[config.mk]
export PLATFORM = sky130hd
export DESIGN_NAME = shift_symbol_serializer
export DESIGN_NICKNAME = d
export VERILOG_FILES = /design/src/rtl/shift_pkg.sv /design/src/rtl/sat_counter.sv /design/src/rtl/shift_symbol_serializer.sv
export SDC_FILE = /design/constraint.sdc
export NUM_CORES = 1
export LEC_CHECK = 0
export ABC_AREA = 1
export CELL_PAD_IN_SITES_DETAIL_PLACEMENT = 1
export CELL_PAD_IN_SITES_GLOBAL_PLACEMENT = 1
export CORE_MARGIN = 2
export CORE_UTILIZATION = 39
export DETAILED_ROUTE_END_ITERATION = 12
export GPL_TIMING_DRIVEN = 0
export PLACE_DENSITY_LB_ADDON = 0.2
export SYNTH_ARGS = -nofsm -noshare
export SYNTH_HDL_FRONTEND = slang
export SYNTH_SLANG_ARGS = --single-unit
[constraint.sdc]
create_clock -name clk -period 4.2 [get_ports clk]
set_clock_uncertainty 0.15 [all_clocks]
set_input_delay 0.84 -clock clk [delete_from_list [all_inputs] [get_ports clk]]
set_output_delay 0.84 -clock clk [all_outputs]
set_load 0.05 [all_outputs]
[src/rtl/shift_pkg.sv]
// Shared parameters and state encoding for the right-shift stage and its symbol serializer.
package shift_pkg;

    localparam int unsigned SYM_W  = 5;
    localparam int unsigned NSYM   = 10;
    localparam int unsigned WORD_W = SYM_W * NSYM;
    localparam int unsigned IDX_W  = (NSYM > 1) ? $clog2(NSYM) : 1;

    typedef enum logic {
        IDLE = 1'b0,
        SEND = 1'b1
    } state_t;

endpackage

[src/rtl/sat_counter.sv]
// Up-counter that sticks at its all-ones value instead of wrapping.
module sat_counter #(
    parameter int unsigned WIDTH = 8
) (
    input  logic             clk,
    input  logic             rst,
    input  logic             inc,
    output logic [WIDTH-1:0] count
);

    always_ff @(posedge clk or posedge rst) begin
        if (rst) begin
            count <= '0;
        end else if (inc && (count != '1)) begin
            count <= count + WIDTH'(1);
        end
    end

endmodule

[src/rtl/shift_symbol_serializer.sv]
// Holds one shifted word and emits it symbol by symbol, LSB symbol first; illegal words are
// counted and dropped.
module shift_symbol_serializer
    import shift_pkg::*;
#(
    parameter int unsigned SYM_W = shift_pkg::SYM_W,
    parameter int unsigned NSYM  = shift_pkg::NSYM
) (
    input  logic                                         clk,
    input  logic                                         rst,
    input  logic                                         in_valid,
    input  logic [SYM_W*NSYM-1:0]                        in_data,
    input  logic                                         in_word_ok,
    output logic                                         in_ready,
    output logic                                         out_valid,
    input  logic                                         out_ready,
    output logic [SYM_W-1:0]                             out_sym,
    output logic [((NSYM > 1) ? $clog2(NSYM) : 1)-1:0]   out_idx,
    output logic                                         out_last,
    output logic [7:0]                                   drop_count
);

    localparam int unsigned IDX_W  = (NSYM > 1) ? $clog2(NSYM) : 1;
    localparam int unsigned DROP_W = 8;
    localparam logic [IDX_W-1:0] LAST_IDX = IDX_W'(NSYM - 1);

    state_t                         state_q, state_d;
    logic [NSYM-1:0][SYM_W-1:0]     hold_q, hold_d;
    logic [IDX_W-1:0]               idx_q, idx_d;
    logic                           at_last;
    logic                           in_hs;
    logic                           out_hs;
    logic                           drop_inc;

    // A new word may enter only when the held one is fully gone after this cycle.
    assign at_last   = (idx_q == LAST_IDX);
    assign in_ready  = (state_q == IDLE) || (at_last && out_ready);
    assign out_valid = (state_q == SEND);
    assign in_hs     = in_valid && in_ready;
    assign out_hs    = out_valid && out_ready;

    assign out_sym  = out_valid ? hold_q[idx_q] : '0;
    assign out_idx  = idx_q;
    assign out_last = out_valid && at_last;

    always_comb begin
        state_d  = state_q;
        hold_d   = hold_q;
        idx_d    = idx_q;
        drop_inc = 1'b0;
        unique case (state_q)
            IDLE: begin
                if (in_hs) begin
                    if (in_word_ok) begin
                        hold_d  = in_data;
                        idx_d   = '0;
                        state_d = SEND;
                    end else begin
                        drop_inc = 1'b1;
                    end
                end
            end
            SEND: begin
                if (out_hs) begin
                    if (!at_last) begin
                        idx_d = idx_q + IDX_W'(1);
                    end else begin
                        idx_d = '0;
                        // Back-to-back reload keeps SEND with no bubble.
                        if (in_hs && in_word_ok) begin
                            hold_d = in_data;
                        end else begin
                            state_d  = IDLE;
                            drop_inc = in_hs;
                        end
                    end
                end
            end
            default: state_d = IDLE;
        endcase
    end

    always_ff @(posedge clk or posedge rst) begin
        if (rst) begin
            state_q <= IDLE;
            hold_q  <= '0;
            idx_q   <= '0;
        end else begin
            state_q <= state_d;
            hold_q  <= hold_d;
            idx_q   <= idx_d;
        end
    end

    sat_counter #(
        .WIDTH (DROP_W)
    ) u_drop_cnt (
        .clk   (clk),
        .rst   (rst),
        .inc   (drop_inc),
        .count (drop_count)
    );

endmodule

==> out/qor.txt <==
Unrepaired setup endpoints after global routing - no
NumNets Final - 551
CTS Buf Count - 9
Clock tree sinks - 63
Syn nets - 465
Crit. End Element - output port
Number of cell rows - 32
Total routing usage reported by global routing - 21.46%
Crit-path max FO - 10
Pre-CTS setup slack - 374.9 ps
Final hold violations - 0
Synthesized instance count - 407
CP peak stage delay - 830 ps
Vias per std cell - 4.873
Wire length of the first global-routing pass - 14500 um
Port Buffer Count - 74
Number of library cell types mapped by synthesis - 22
Slew @ Worst Pin - 667.5 ps
Setup TNS after final layout - 0 ps
Diodes inserted - 0
Setup slack after layout - 314.9 ps
Count of hold buffers inserted by post-cts repair - 0
Number of flip-flops and latches in the synthesized netlist - 63
DIE WIDTH - 93.81 um
Core outline area - 7767 um2
Data required, critical path - 3210 ps
Height of the die - 93.81 um
Run status - finished, final reports clean
Final clock period utilization by the worst path - 92.50%
Synth Area in Compound Gates - 9.029%
Crit path arrival time - 2900 ps
Number of cells upsized or downsized after cts - 0
Total die area - 8799 um2
Level count of the clock H-tree - 3
Syn. warnings - 0
Final wirelength - 8782 um
Routability cong. - 0.8590
Simple-gate share of the synthesized area - 27.61%
Drt drc - 0
Synth Area in Adders - 1.193%
XOR/XNOR share of the synthesized area - 2.506%
Avg WL per Cell - 14.64 um
Commonest cells after routing, fill and taps aside - nand2_1, clkdlybuf4s50_1, dfrtp_1, inv_1, nor2_1
Multiplexer fraction of the synthesized cell area - 0%
Initial Utilization - 40.50%
Detailed placement HPWL - 6502 um
Dominant combinational cell family by area after synthesis - simple AND/OR/NAND/NOR gates
Clk buf depth - 2
Mapped Avg Cell Area - 7.729 um2
Total power - 0.003037 W
Min cycle time layout - 3885 ps
Overflow after GRT - 0
Power density normalized to cell area - 719.0 nW/um2
Clock insertion delay at the later pin of the skew report - 350 ps
Maximum number of pins on one net before global-route repair - 38
Post-CTS repair timing setup buffer count - 0
Area of the mapped netlist - 3146 um2
Number of global-route vias before repair - 3019
Clock root buffer master - clkbuf_8
Static Leakage - 2.083 nW
Launching element type of the critical path - register
Boundary Pins - 75
Share of the yosys chip area belonging to registers - 50.12%
Highest-delay cell along the critical path - clkdlybuf4s50_1
Max_slew headroom - 55.16%
Final-report setup violation count - 0
Fraction of final layout cells with drive strength greater than 1 - 6.627%
Sequence of cells on the critical path - clkbuf_1 -> inv_2 -> ha_1 -> nand3_4 -> o21ai_4 -> buf_2 -> clkdlybuf4s50_1
Detail Route Antenna Nets - 0
First-pass iteration count of the detailed router - 4
Clock transition time at the flip-flop clock pins of the worst setup and hold paths - 70 ps
Starting DRT DRC Count - 92
Count of maximum capacitance violations - 0
Path type of the worst min-delay path - reg2reg
Maximum operating frequency - 257.4 MHz
Antenna violations before repair - 0
Commonest non-fill, non-tap cell in the layout - nand2_1
TritonCTS clock tree - done
Largest voltage drop on the vdd net - 404.8 uV
Layout overhead on the synthesized area - 34.29%
Total number of vias - 2924
Crit Path Class - reg2out
Max Slew Vio Count - 0
-- critical path: cells and delay by family, from the launching register on --
kind                       cells  cell delay, ps
DFF                            1             410
adders and majority gates      1             240
buffers and inverters          4            1530
and+or+nand+nor                1             110
AOI/OAI and AO/OA              1             260
-- cell families (layout without fill, tap and decap cells) --
| kind of cell | after synthesis | after routing |
|---|---|---|
| AND/OR/NAND/NOR | 207 | 207 |
| buffers and inverters | 71 | 162 |
| flip-flops | 63 | 63 |
| AO/OA/AOI/OAI | 54 | 54 |
| XOR/XNOR | 9 | 9 |
| adder cells (fa/ha/maj) | 3 | 3 |
-- stage by stage --
stage	hold slack [ps]	cell area, um2	util [%]	cells
after floorplan	291.7	3146	-	407
after global placement	308.5	4014	51.68	583
after detailed placement	308.1	4034	51.93	584
after CTS	326.0	4224	54.38	600
after global routing	348.8	4224	54.38	600
final	326.0	4224	54.38	600
-- path summary, 6_finish.rpt --
path / end / start / slack [ps] / cells past startpoint
max in group asynchronous: hold_q[15] / rst / 2540 / 3
min in group asynchronous: u_drop_cnt.count[3] / rst / 730 / 2
hold / removal: hold_q[2] / hold_q[2] / 330 / 2
setup / recovery: in_ready / out_idx[1] / 310 / 7
setup reg to reg: hold_q[44] / out_idx[1] / 1800 / 9
hold reg to reg: hold_q[2] / hold_q[2] / 330 / 2
-- flip-flops by register name (all words and copies together), names as in the netlist --
signal,count
hold_q,50
out_idx,4
out_valid,1
u_drop_cnt.count,8
-- power breakdown --
group	leakage (nW)	switching, W	internal [W]
clock	0.100	0.000235	0.000288
sequential	0.719	0.000124	0.000866
combinational	1.26	0.00101	0.000516
total	2.08	0.00137	0.00167
-- per-layer routing --
layer / up-vias / global-route usage, % / part of all wire [%]
li1: 1449 / - / -
met1: 1401 / 29.08 / 47
met2: 58 / 34.64 / 47
met3: 16 / 2.488 / 3.5
met4: 0 / 9.541 / 2.4
met5: - / 0 / 0
-- cells in the mapped netlist (all sizes together) --
cell type,instances,area (um2)
nor2,48,180.2
clkbuf,8,30.03
xor2,5,43.79
dfrtp,63,1577
buf,11,73.82
nand2,105,396.6
a21oi,44,220.2
o21ai,8,51.30
o22ai,2,12.51
nor3,2,10.01
nand4,3,18.77
ha,3,37.54
nand3,49,262.8
clkinv,1,5.000
inv,51,191.4
xnor2,4,35.03
-- final cells by class --
cell class	count	area (um2)
fill	969	3543
clock inverter	4	45.04
multi-input combinational	273	1269
inverter	52	196.4
clock buffer	12	145.1
sequential	63	1577
timing repair buffer	75	760.7
buffer	19	103.9
tap	102	127.6
(Power assumes the default switching activity.)
